$ cat src/rtl/fifo_wr_arbiter.sv
// Arbitrates NUM_REQ packet requesters onto a 2*BEAT_WIDTH FIFO write port, packing beats in pairs.
// Define FIFO_WR_ARB_STRICT_PRIO_EN for fixed lowest-index priority; default is round-robin.
module fifo_wr_arbiter #(
    parameter int NUM_REQ    = 4,
    parameter int BEAT_WIDTH = 144
) (
    input  logic                          clk,
    input  logic                          rst,
    input  logic [NUM_REQ-1:0]            req_valid,
    input  logic [NUM_REQ*BEAT_WIDTH-1:0] req_data,
    input  logic [NUM_REQ-1:0]            req_last,
    output logic [NUM_REQ-1:0]            req_ready,
    output logic [2*BEAT_WIDTH-1:0]       fifo_din,
    output logic                          fifo_wr_en,
    input  logic                          fifo_full,
    input  logic                          fifo_prog_full,
    output logic [2:0]                    grant_id,
    output logic                          busy
);

    typedef enum logic {IDLE, XFER} state_t;

    state_t                  state, state_nxt;
    logic                    pending;
    logic                    half;
    logic [BEAT_WIDTH-1:0]   lo_beat;
    logic [2*BEAT_WIDTH-1:0] out_word;

    logic                    cur_valid;
    logic                    cur_last;
    logic [BEAT_WIDTH-1:0]   cur_data;
    logic                    can_take;
    logic                    accept;
    logic                    complete;
    logic                    any_sel;
    logic [2:0]              sel_id;
    logic                    grant;

    always_comb begin
        cur_valid = 1'b0;
        cur_last  = 1'b0;
        cur_data  = '0;
        for (int i = 0; i < NUM_REQ; i++) begin
            if (grant_id == 3'(i)) begin
                cur_valid = req_valid[i];
                cur_last  = req_last[i];
                cur_data  = req_data[i*BEAT_WIDTH +: BEAT_WIDTH];
            end
        end
    end

    // A beat may land whenever the output register is free or is being written this cycle.
    assign can_take   = (state == XFER) && (!pending || !fifo_full) && !rst;
    assign accept     = can_take && cur_valid;
    assign complete   = accept && (half || cur_last);
    assign fifo_wr_en = pending && !fifo_full && !rst;
    assign fifo_din   = out_word;
    assign busy       = (state == XFER);

    always_comb begin
        req_ready = '0;
        for (int i = 0; i < NUM_REQ; i++) begin
            req_ready[i] = can_take && (grant_id == 3'(i));
        end
    end

`ifdef FIFO_WR_ARB_STRICT_PRIO_EN
    always_comb begin
        any_sel = 1'b0;
        sel_id  = '0;
        for (int i = NUM_REQ - 1; i >= 0; i--) begin
            if (req_valid[i]) begin
                any_sel = 1'b1;
                sel_id  = 3'(i);
            end
        end
    end
`else
    // Walk distances from farthest to nearest so the nearest requester after grant_id wins.
    always_comb begin
        any_sel = 1'b0;
        sel_id  = '0;
        for (int k = NUM_REQ; k >= 1; k--) begin
            for (int i = 0; i < NUM_REQ; i++) begin
                if (req_valid[i] && (i == (int'(grant_id) + k) % NUM_REQ)) begin
                    any_sel = 1'b1;
                    sel_id  = 3'(i);
                end
            end
        end
    end
`endif

    assign grant = (state == IDLE) && any_sel && !fifo_prog_full && !pending;

    always_comb begin
        state_nxt = state;
        case (state)
            IDLE: if (grant) state_nxt = XFER;
            XFER: if (accept && cur_last) state_nxt = IDLE;
            default: state_nxt = IDLE;
        endcase
    end

    always_ff @(posedge clk) begin
        if (rst) begin
            state    <= IDLE;
            grant_id <= 3'(NUM_REQ - 1);
            pending  <= 1'b0;
            half     <= 1'b0;
            lo_beat  <= '0;
            out_word <= '0;
        end else begin
            state <= state_nxt;
            if (grant) grant_id <= sel_id;
            if (accept) begin
                if (!half) begin
                    if (cur_last) out_word <= {{BEAT_WIDTH{1'b0}}, cur_data};
                    else          lo_beat  <= cur_data;
                    half <= !cur_last;
                end else begin
                    out_word <= {cur_data, lo_beat};
                    half     <= 1'b0;
                end
            end
            if (complete)        pending <= 1'b1;
            else if (fifo_wr_en) pending <= 1'b0;
        end
    end

endmodule

$ cat config.mk
export PLATFORM = sky130hd
export DESIGN_NAME = fifo_wr_arbiter
export DESIGN_NICKNAME = d
export VERILOG_FILES = /design/src/rtl/fifo_wr_arbiter.sv
export SDC_FILE = /design/constraint.sdc
export NUM_CORES = 1
export LEC_CHECK = 0
export BUFFER_PORTS_ARGS = -buffer_cell sky130_fd_sc_hd__buf_2
export CAP_MARGIN = 0
export CORE_AREA = 2 2 349 351
export DETAILED_ROUTE_END_ITERATION = 6
export DIE_AREA = 0 0 351 353
export PLACE_DENSITY = 0.32
export SLEW_MARGIN = 10
export SYNTH_ARGS = -nofsm -noshare
export SYNTH_HDL_FRONTEND = slang
export SYNTH_SLANG_ARGS = --single-unit
export TNS_END_PERCENT = 30
$ cat constraint.sdc
create_clock -name clk -period 3.1 [get_ports clk]
set_input_delay 0.31 -clock clk [delete_from_list [all_inputs] [get_ports clk]]
set_output_delay 0.31 -clock clk [all_outputs]
set_load 0.01 [all_outputs]
After elaboration in Yosys (flattened, before gate mapping)
Index checks and enable logic that the tools add are counted.

storage, ports and cells
  register bits after elaboration = 438
  bits of input ports = 588
  output and inout bits = 297
  word-level logic and storage cells = 133

cells by class
  add/subtract/negate cells = 4
  equal/unequal tests = 15
  multiplexer cells = 51
  bitwise logic cells = 7
  reduce and logical (&&, ||, !) cells = 50

operator list
  kind                   count
  $mux W144              4
  $mux W288              2
  $logic_not A32 Y1      4
  $mux W3                14
  $logic_and A1 B1 Y1    30
  $mux W1                30
  $eq A3 B3 Y1 const A   8
  $eq A2 B3 Y1 const A   4
  $reduce_or A2 Y1       4
  $eq A3 B2 Y1 const B   2
  $logic_not A1 Y1       5
  $add A2 B1 Y2 const B  2
  $add A2 B2 Y2 const B  2
  $and A1 B1 Y1 const A  4
  $reduce_bool A2 Y1     2
  $eq A3 B1 Y1 const B   1
  $logic_not A3 Y1       1
  $not A1 Y1             3
  $reduce_and A3 Y1      1
  $logic_or A1 B1 Y1     2
  $pmux W1 S2            1
  $reduce_and A2 Y1      1

Logic depth before layout (Yosys ltp)
Gate-level depths: netlist of run 1.

  depth in word-level cells = 26
  depth in mapped cells = 9
  mapped depth without buffers = 4

Least setup slack after synthesis of run 1
Ideal clock, no wire load.

  kind = flip-flop to flip-flop
  start point = reg grant_id[1]
  end point = reg out_word[228] (netlist: fifo_din[228])
  setup time = 0.117 ns
  data arrival time = 2.182 ns
  data required time = 2.983 ns
  slack = 0.801 ns
  cell stages (with the launch flop) = 10
  buffers on the path = 5
  clock period less this slack = 2.299 ns
  cell sequence = dfxtp_1 buf_4 mux4_2 nand3_1 buf_2 nor3b_1 buf_2 buf_4 buf_2 a22o_1

on the way
  word-level cells in the longest chain between the ends = 7
  elaborated cells between the ends (all ways) = 20

RTL lines
  what                                                                        RTL line  RTL
  start, declared                                                             17        output logic [2:0] grant_id,
  start signal, assigned                                                      108       grant_id <= 3'(NUM_REQ - 1);
  start signal, assigned                                                      115       if (grant) grant_id <= sel_id;
  $logic_not A3 Y1                                                            44        if (grant_id == 3'(i)) begin
  $mux W1 (4 in a row)                                                        44
  $reduce_bool A2 Y1 (no source line) or $logic_and A1 B1 Y1 (tied branches)  --
  $reduce_and A2 Y1 (no source line)                                          --
  end signal, assigned                                                        118       if (cur_last) out_word <= {{BEAT_WIDTH{1'b0}}, cur_data};
  end signal, assigned                                                        122       out_word <= {cur_data, lo_beat};
  end, declared                                                               27        logic [2*BEAT_WIDTH-1:0] out_word;

Several ways; a longest one is shown, not always the timed one.
A chain may end at the register's enable or synchronous reset.

Worst setup path in the final report of run 1
  start point = in rst
  end point = out req_ready[2]

on the way
  word-level cells in the longest chain between the ends = 3

RTL lines
  what                 RTL line  RTL
  start, declared      8         input logic rst,
  $logic_not A1 Y1     53        assign can_take = (state == XFER) && (!pending || !fifo_full) && !rst;
  $logic_and A1 B1 Y1  53
  $logic_and A1 B1 Y1  63        req_ready[i] = can_take && (grant_id == 3'(i));
  end, declared        12        output logic [NUM_REQ-1:0] req_ready,

No other way between the ends.

==> qor.yml, run 1 <==
final-max-slew-violation-count: 0
critPathRequiredTime_ns: 2.79
hold_viol_final: 0
drc: 0
cts_resized: 0
fin_setup_tns_ns: 0
fin_area_um2: 27800
fin_skew_ns: 0.0399
grt_pass1_vias: 19400
fmax_mhz: 367
critPathSlowestCell: "dlygate4sd3_1"
period_share_pct: 87.9
post_cts_buffers: 0
hold_depth: 4
syn_inst: 1839
synth.distinct_cells: 33
leakage_nw: 11.3
dr.pass1.iters: 5
grt_start_max_net_pins: 183
holdWs_ns: 0.140
grt_antenna_before_repair: 18
syn_to_final_growth_pct: 40.4
cp_top_family: "simple AND/OR/NAND/NOR gates"
track_usage_pct: 14.2
slowest_delay_ns: 0.57
rrSetupSlack_ns: 0.53
internal_power_mw: 11.1
die_x_um: 351
cts_made_buffers: 57
status: "finished, final reports clean"
core_area_um2: 121000
cp-start-kind: "input port"
synth_top_area_share_pct: 44.1
ys_warn_count: 0
syn-cell-area_um2: 19800
hold_class: "input port to flop"
grt_pass1_wl_mm: 131
synth_edf_count: 0
synthFlopType: "dfxtp_1"
tightest_slew_ns: 1.23
rsz0062_at_grt: "false"
place_area_um2: 25900
ff2ff_path_depth: 5
fin_nets: 3189
port-buffer-count: 883
synthTopCellsByArea: "dfxtp_1 44%, mux4_2 17%, o21ai_0 7.3%"
ir_worst_vdd_uv: 386
cp.arrival_ns: 2.42
pwr-share-seq_pct: 37.7
path_buf_inv: 3
cts_tree: "yes"
p_clk_share_pct: 44.2
mappedNetlistNets: 2427
cp_max_fo: 47
hpwl_mm: 66.3
initial_core_util_pct: 16.4
postRouteAntennaNets: 0
rows: 128
gp_congestion: 0.843
viasPerCell: 4.35
cts_buffer_depth: 3
fillers: 13000
p_per_area_nw_per_um2: 557
end_kind: "output port"
ys_seq_elements: 437
maxSlewHeadroom_pct: 17.7
yosysTopAreaCell: "dfxtp_1"
synth_commonest_cells: "437 x dfxtp_1, 291 x o21ai_0, 146 x mux4_2"
p_switching_mw: 4.42
synth.avg_cell_area_um2: 10.8
path_depth: 6
drive_gt1_share_pct: 43.6
synthArstFlopShare_pct: 0
insertion_delay_ns: 0.65
clkTransAtPathRegs_ns: 0.06
avgRoutedWirePerCell_um: 21.6
max_cap_viol_count: 0
p_comb_share_pct: 18.0
crit_type: "input port to output port"
wl_mm: 92.2
die_area_um2: 124000
overflow: 0
cts_sinks: 437
dr.first_iter.drc_count: 1040
yosys.cell_count.top_type: "dfxtp_1"
h-tree-depth: 2
setup_viol: 0
vias: 18600
seq_area_frac_synth_pct: 44.1
num_io_pins: 885
finalCriticalPeriod_ns: 2.73
crit_chain: "dlygate4sd3_1, buf_8, nor2b_1, nand2_1, nor3b_1, buf_2"
die_h_um: 353
root_buffer: "clkbuf_16"
p_sw_share_pct: 28.5
## path summary, 6_finish.rpt
path	from	end
worst min-delay path	req_valid[2]	grant_id[1]$_SDFFE_PP1P_
worst max-delay path	rst	req_ready[2]
worst max register to register	grant_id[0]$_SDFFE_PP1P_	fifo_din[220]$_SDFFE_PP0P_
worst min register to register	fifo_din[237]$_SDFFE_PP0P_	fifo_din[237]$_SDFFE_PP0P_
## cell type report
type	instances	area [um2]	area share, %
clock buffers	90	1700	6.11
flip-flops and latches	437	8760	31.5
repair buffers	913	4860	17.4
well taps	1625	2030	7.30
diodes	3	7.51	0.0270
clock inverters	16	238	0.854
multi-input cells	1191	10200	36.8
inverters	1	3.75	0.0135
## worst reg2reg max path: stages, from the launching register on
cell,delay [ns]
dfxtp_4,0.39
mux4_2,0.61
or2_4,0.48
a21oi_4,0.29
buf_12,0.29
a22o_1,0.42
## sequential cells by signal, indices dropped and copies added (netlist names)
register	cells
grant_id	2
busy	1
pending	1
fifo_din	288
half	1
lo_beat	144
## logic make-up after synthesis
kind of cell / count (synthesis) / share of synthesized area, %
AO/OA/AOI/OAI: 590 / 17.8
multiplexers: 290 / 23.9
AND/OR/NAND/NOR: 310 / 9.73
flip-flops: 437 / 44.1
buffers and inverters: 211 / 4.43
other: 1 / 0.0189
## power by group through the flow
stage               combinational [mW]  sequential (mW)  clock (mW)
floorplan                         1.53             6.01           0
global route                      3.03             5.87        7.40
detailed placement                2.87             5.98           0
finish                            2.80             5.86        6.86
global placement                  2.85             5.98           0
CTS                               2.89             5.86        7.18
## per-stage QoR
step / cells / util (%) / total power, mW / setup slack, ns
2_1_floorplan: 1839 / - / 7.54 / 0.801
3_3_place_gp: 4166 / 21.5 / 8.82 / 0.568
3_5_place_dp: 4166 / 21.5 / 8.85 / 0.531
4_1_cts: 4273 / 23.1 / 15.9 / 0.239
5_1_grt: 4274 / 23.1 / 16.3 / 0.188
6_report: 4276 / 23.1 / 15.5 / 0.375
## cells in the final DEF (no fill, tap or decap), drive strengths merged, types with 4 or more instances in the layout
master,n
clkinv,9
o21ai,291
dfxtp,437
nor3b,4
mux4,146
clkbuf,90
nand3,145
mux2i,144
a21oi,146
a22o,144
nand3b,144
bufinv,5
buf,912
## per-layer routing
metal	wire length (um)	track usage, %	share of wire (%)	up-vias
li1	-	-	-	8575
met1	37500	16.7	41	9234
met2	45300	24.9	49	689
met3	7490	4.34	8.1	114
met4	1830	3.35	2.0	4
met5	27	0	0.029	-
## repair_timing
action,in CTS,in global routing
endpoints found under the hold margin,22,0
hold buffers,1,0
endpoints found under the setup margin,0,0
(Power assumes the default switching activity.)
==> run 2, diff against run 1 <==
clock period = 3.3 ns   (was 3.1 ns; I/O delays follow)
==> qor.yml, run 2 (same netlist as run 1, synthesis figures left out) <==
post_cts_buffers: 0  # unchanged
vias: 18500  # was 18600
period_share_pct: 79.1
crit_path_end: "fifo_din[274]$_SDFFE_PP0P_"  # was req_ready[2]
die_area_um2: 124000  # unchanged
initial_core_util_pct: 16.4  # unchanged
grt_start_max_net_pins: 107  # was 183
crit_type: "flop to flop"  # was input port to output port
r2r_start: "grant_id[0]$_SDFFE_PP1P_"  # unchanged
mostFrequentLayoutCells: "882 x buf_2, 434 x dfxtp_1, 291 x o21ai_0, 146 x mux4_2, 145 x a21oi_1"  # unchanged
p_sw_share_pct: 28.9  # was 28.5%
cp-start-kind: "flop"  # was input port
syn_to_final_growth_pct: 40.4  # unchanged
avgRoutedWirePerCell_um: 21.5  # was 21.6 um
critPathLaunch: "grant_id[0]$_SDFFE_PP1P_"  # was rst
fin_nets: 3189  # unchanged
rrSetupSlack_ns: 0.69  # was 0.53 ns
slowest_delay_ns: 0.67  # was 0.57 ns
port-buffer-count: 883  # unchanged
h-tree-depth: 2  # unchanged
p_switching_mw: 4.20  # was 4.42 mW
holdWs_ns: 0.130  # was 0.140 ns
root_buffer: "clkbuf_16"  # unchanged
wl_mm: 91.8  # was 92.2 mm
crit_chain: "mux4_2, or2_4, a21oi_4, buf_12, a22o_1"  # was dlygate4sd3_1, buf_8, nor2b_1, nand2_1, nor3b_1, buf_2
pwr-share-seq_pct: 37.9  # was 37.7%
leakage_nw: 11.3  # about the same
r2r-end: "fifo_din[274]$_SDFFE_PP0P_"  # was fifo_din[220]$_SDFFE_PP0P_
finalCriticalPeriod_ns: 2.61
core_area_um2: 121000  # unchanged
die_h_um: 353  # unchanged
fillers: 13100  # was 13000
internal_power_mw: 10.3  # was 11.1 mW
cts_resized: 0  # unchanged
largest_reg_flops: 288  # unchanged
cts_tree: "yes"  # unchanged
drc: 0  # unchanged
tightest_slew_ns: 0.925  # was 1.23 ns
max_cap_viol_count: 0  # unchanged
die_x_um: 351  # unchanged
cp_max_fo: 77  # was 47
num_io_pins: 885  # unchanged
ff2ff_path_depth: 5  # unchanged
hpwl_mm: 67.0  # was 66.3 mm
cts_made_buffers: 57  # unchanged
ir_worst_vdd_uv: 376  # was 386 uV
setup_viol: 0  # unchanged
insertion_delay_ns: 0.64  # was 0.65 ns
post-place-ws_ns: 0.645  # was 0.531 ns
place_area_um2: 25900  # about the same
p_clk_share_pct: 44.1  # was 44.2%
end_kind: "flop"  # was output port
p_comb_share_pct: 18.0  # about the same
fin_setup_tns_ns: 0  # unchanged
setup_ws_ns: 0.688  # was 0.375 ns
p_per_area_nw_per_um2: 522  # was 557 nW/um2
status: "finished, final reports clean"  # unchanged
rows: 128  # unchanged
critPathSlowestCell: "mux4_2"  # was dlygate4sd3_1
postRouteAntennaNets: 0  # unchanged
hold_class: "input port to flop"  # unchanged
final-max-slew-violation-count: 0  # unchanged
cts_sinks: 437  # unchanged
critPathRequiredTime_ns: 3.87  # was 2.79 ns
rsz0062_at_grt: "false"  # unchanged
maxSlewHeadroom_pct: 38.3  # was 17.7%
viasPerCell: 4.33  # was 4.35
drive_gt1_share_pct: 44.0  # was 43.6%
grt_pass1_vias: 18900  # was 19400
mostFrequentLayoutCell: "buf_2"  # unchanged
fin_area_um2: 27800  # unchanged
grt_antenna_before_repair: 21  # was 18
fin_skew_ns: 0.0238  # was 0.0399 ns
grt_pass1_wl_mm: 130  # was 131 mm
overflow: 0  # unchanged
clkTransAtPathRegs_ns: 0.06  # about the same
dr.first_iter.drc_count: 1011  # was 1040
cts_buffer_depth: 3  # unchanged
track_usage_pct: 14.1  # was 14.2%
dr.pass1.iters: 5  # unchanged
hold_viol_final: 0  # unchanged
cp.arrival_ns: 3.18  # was 2.42 ns
fmax_mhz: 383
gp_congestion: 0.846  # was 0.843
fin_util_pct: 23.1  # unchanged
cts_hold_buf: 0  # was 1
run 2: changes by cell type in the layout (fill, tap and decap cells not counted):
cell	change
dlygate4sd3_1	-1
bufinv_16	-2
diode_2	+2
inv_6	+4
clkbuf_8	+3
buf_4	+1
clkinv_2	+3
clkbuf_1	-9
run 2: worst min-delay path by stage:
| stage | depth (start not counted) | from | end | slack (ns) |
|---|---|---|---|---|
| final | 4 | req_valid[2] | grant_id[1]$_SDFFE_PP1P_ | 0.13 |
| after global placement | 2 | lo_beat[45]$_SDFFE_PP0P_ | lo_beat[45]$_SDFFE_PP0P_ | 0.46 |
| after floorplan | 2 | lo_beat[0]$_SDFFE_PP0P_ | lo_beat[0]$_SDFFE_PP0P_ | 0.45 |
| after detailed placement | 1 | fifo_din[170]$_SDFFE_PP0P_ | fifo_din[170]$_SDFFE_PP0P_ | 0.46 |
| after global routing | 3 | req_data[545] | fifo_din[257]$_SDFFE_PP0P_ | 0.14 |
| after CTS | 4 | req_valid[2] | grant_id[1]$_SDFFE_PP1P_ | 0.06 |
run 2: metrics by stage:
step                      total power [mW]  instances
after global placement                8.29       4167
after global routing                  15.2       4274
final                                 14.5       4277
after detailed placement              8.32       4167
after floorplan                       7.08       1839
after CTS                             14.9       4272
run 2: power groups by stage:
stage                     clock (mW)  combinational [mW]  sequential [mW]
final                           6.40                2.61             5.51
after global routing            6.86                2.84             5.53
after CTS                       6.65                2.70             5.51
after detailed placement           0                2.69             5.63
after global placement             0                2.67             5.62
after floorplan                    0                1.44             5.64
run 2: worst max-delay path, delay by kind of cell, from the launching register on:
family	cells	cell delay, ns
AOI/OAI and AO/OA	2	0.51
buffers and inverters	1	0.36
DFF	1	0.42
muxes	1	0.67
and+or+nand+nor	1	0.49
run 2: final cells by class:
class | count | area [um2] | share of cell area [%]
antenna | 5 | 12.5 | 0.0449
tap | 1625 | 2030 | 7.30
clock inverter | 21 | 228 | 0.818
inverter | 1 | 3.75 | 0.0135
multi-input combinational | 1191 | 10200 | 36.8
timing repair buffer | 913 | 4850 | 17.4
clock buffer | 84 | 1710 | 6.14
sequential | 437 | 8760 | 31.5
run 2: layer usage:
layer	vias up	part of all wire [%]	track usage (%)
li1	8573	-	-
met1	9122	40	16.7
met2	669	49	24.4
met3	135	7.7	4.13
met4	8	3.0	4.66
met5	-	0.062	0
==> run 3, diff against run 2 <==
ABC_AREA = 1   (was default)
CORE_AREA = 2 2 342 344   (was 2 2 349 351)
DIE_AREA = 0 0 344 346   (was 0 0 351 353)
PLACE_DENSITY = 0.35   (was 0.32)
clock period = 2.3 ns   (was 3.3 ns; I/O delays follow)
==> qor.yml, run 3 <==
instances_no_fill: 5189  # was 4277
critPathSlowestCell: "dfxtp_4"  # was mux4_2
port-buffer-count: 883  # unchanged
gp_congestion: 0.923  # was 0.846
grt_antenna_before_repair: 12  # was 21
max_cap_viol_count: 0  # unchanged
grt_pass1_vias: 22300  # was 18900
critPathRequiredTime_ns: 2.80  # was 3.87 ns
largest_reg_flops: 288  # unchanged
finalCriticalPeriod_ns: 2.18  # was 2.61 ns
synth.distinct_cells: 27  # was 33
synth_commonest_cells: "692 x nand2_1, 437 x dfxtp_1, 259 x nand3_1"  # was 437 x dfxtp_1, 291 x o21ai_0, 146 x mux4_2
die_x_um: 344  # was 351 um
leakage_nw: 13.8  # was 11.3 nW
ys_seq_elements: 437  # unchanged
avgRoutedWirePerCell_um: 21.7  # was 21.5 um
crit_chain: "inv_2, nor2_4, inv_2, o211ai_1, inv_2, nor2_4, inv_6, nor2_4, buf_4, inv_6, buf_12, buf_12, nand3_1, o31ai_1"  # was mux4_2, or2_4, a21oi_4, buf_12, a22o_1
mostFrequentLayoutCell: "buf_2"  # unchanged
viasPerCell: 4.40  # was 4.33
dr.pass1.iters: 5  # unchanged
place_inst: 5040  # was 4167
h-tree-depth: 2  # unchanged
mostFrequentLayoutCells: "882 x buf_2, 691 x nand2_1, 434 x dfxtp_1, 259 x nand3_1, 160 x o21ai_0"  # was 882 x buf_2, 434 x dfxtp_1, 291 x o21ai_0, 146 x mux4_2, 145 x a21oi_1
insertion_delay_ns: 0.63  # was 0.64 ns
num_io_pins: 885  # unchanged
slowest_delay_ns: 0.43  # was 0.67 ns
clkTransAtPathRegs_ns: 0.07  # was 0.06 ns
postRouteAntennaNets: 0  # unchanged
dr.first_iter.drc_count: 1382  # was 1011
drc: 0  # unchanged
status: "finished, final reports clean"  # unchanged
holdWs_ns: 0.0497  # was 0.130 ns
fin_util_pct: 25.5  # was 23.1%
cp.arrival_ns: 2.67  # was 3.18 ns
multi_input_area_um2: 9930  # was 10200 um2
maxSlewHeadroom_pct: 48.6  # was 38.3%
rows: 125  # was 128
total_power_mw: 23.9  # was 14.5 mW
syn-cell-area_um2: 20300  # was 19800 um2
fin_skew_ns: 0.0237  # was 0.0238 ns
syn_inst: 2774  # was 1839
synth_edf_count: 0  # unchanged
cts_made_buffers: 54  # was 57
crit_type: "flop to flop"  # unchanged
yosys.cell_count.top_type: "nand2_1"  # was dfxtp_1
vias: 22800  # was 18500
regArea_um2: 8760  # unchanged
grt_start_max_net_pins: 73  # was 107
cts_tree: "yes"  # unchanged
ys_warn_count: 0  # unchanged
cts_buffer_depth: 3  # unchanged
period_share_pct: 94.6  # was 79.1%
cts_sinks: 437  # unchanged
die_h_um: 346  # was 353 um
fillers: 13000  # was 13100
setup_ws_ns: 0.124  # was 0.688 ns
cp_top_family: "buffers and inverters"  # was multiplexers
root_buffer: "clkbuf_16"  # unchanged
rsz0062_at_grt: "true"  # was false
path_buf_inv: 8  # was 1
drive_gt1_share_pct: 30.2  # was 44.0%
fin_setup_tns_ns: 0  # unchanged
seq_area_frac_synth_pct: 43.0  # was 44.1%
final-max-slew-violation-count: 0  # unchanged
hold_viol_final: 0  # unchanged
place_area_um2: 27200  # was 25900 um2
mappedNetlistNets: 3362  # was 2427
synth.avg_cell_area_um2: 7.33  # was 10.8 um2
initial_core_util_pct: 17.6  # was 16.4%
track_usage_pct: 18.1  # was 14.1%
tightest_slew_ns: 0.771  # was 0.925 ns
p_per_area_nw_per_um2: 812  # was 522 nW/um2
synthTopCellsByArea: "dfxtp_1 43%, nand2_1 13%, nand3_1 6.4%"  # was dfxtp_1 44%, mux4_2 17%, o21ai_0 7.3%
fin_area_um2: 29500  # was 27800 um2
overflow: 0  # unchanged
post-place-ws_ns: 0.126  # was 0.645 ns
cp-start-kind: "flop"  # unchanged
setup_viol: 0  # unchanged
syn_to_final_growth_pct: 44.9  # was 40.4%
fin_nets: 4206  # was 3189
hpwl_mm: 84.6  # was 67.0 mm
yosysTopAreaCell: "dfxtp_1"  # unchanged
end_kind: "flop"  # unchanged
core_area_um2: 115000  # was 121000 um2
die_area_um2: 119000  # was 124000 um2
synthFlopType: "dfxtp_1"  # unchanged
synthArstFlopShare_pct: 0  # unchanged
fmax_mhz: 459  # was 383 MHz
grt_pass1_wl_mm: 159  # was 130 mm
cp_max_fo: 20  # was 77
wl_mm: 113  # was 91.8 mm
hold_class: "input port to flop"  # unchanged
ir_worst_vdd_uv: 536  # was 376 uV
synth_top_area_share_pct: 43.0  # was 44.1%
## run 3: cell types whose count changed after synthesis, sizes merged, moves of 94 or more
cell,change
a21o,+98
o21ai,-94
nor2,+149
a21oi,-136
inv,+158
o31ai,+143
a22o,-144
mux4,-146
nand2,+689
mux2i,-144
nand3,+114
nand3b,-144
a211oi,+139
a31oi,+142
## run 3: layout make-up
type	count	share of cell area (%)
Multi-Input combinational cell	1919	33.7
Sequential cell	437	29.7
Timing Repair Buffer	1046	21.8
Tap cell	1524	6.47
Clock buffer	78	5.37
Inverter	160	2.16
Clock inverter	17	0.713
Antenna cell	8	0.0679
## run 3: power breakdown
| group | internal, mW | total, mW | switching, mW | leakage (nW) |
|---|---|---|---|---|
| logic | 2.35 | 6.98 | 4.64 | 9.34 |
| registers | 7.92 | 8.13 | 0.211 | 3.53 |
| clock network | 5.19 | 8.80 | 3.61 | 0.887 |
| total | 15.5 | 23.9 | 8.46 | 13.8 |
## run 3: logic make-up (layout without fill, tap and decap cells)
family          after synthesis  in the layout  share of synthesized area [%]
flops                       437            437                           43.0
simple gates               1109           1109                           22.2
other cells                   1              9                         0.0184
buf+inv                     418           1301                           8.31
compound gates              809            809                           26.4
## run 3: timing repair
action	CTS	global route
hold buffers	43	0
cloned	0	1
endpoints found under the setup margin	1	55
resized for setup	3	2
pin swaps	0	1
buffers inserted	0	2
hold endpoints to repair	61	0
## run 3: worst min-delay path: stages
cell     delay (ns)
buf_2          0.08
o21a_1         0.13
nand2_1        0.05
a31oi_1        0.15
## run 3: worst paths after layout
check / start / to / slack, ns / cells past startpoint
worst max-delay path: grant_id[1]$_SDFFE_PP1P_ / fifo_din[215]$_SDFFE_PP0P_ / 0.12 / 14
worst min register to register: fifo_din[287]$_SDFFE_PP0P_ / fifo_din[287]$_SDFFE_PP0P_ / 0.47 / 2
worst min-delay path: req_data[437] / fifo_din[5]$_SDFFE_PP0P_ / 0.05 / 4
worst max register to register: grant_id[1]$_SDFFE_PP1P_ / fifo_din[215]$_SDFFE_PP0P_ / 0.12 / 14
## run 3: metal layers
layer	GRT usage (%)	part of all wire, %	vias up
met3	4.13	6.4	143
met2	29.5	46	650
met4	5.58	3.0	4
met1	23.4	45	10700
met5	0	0.028	-
li1	-	-	11300
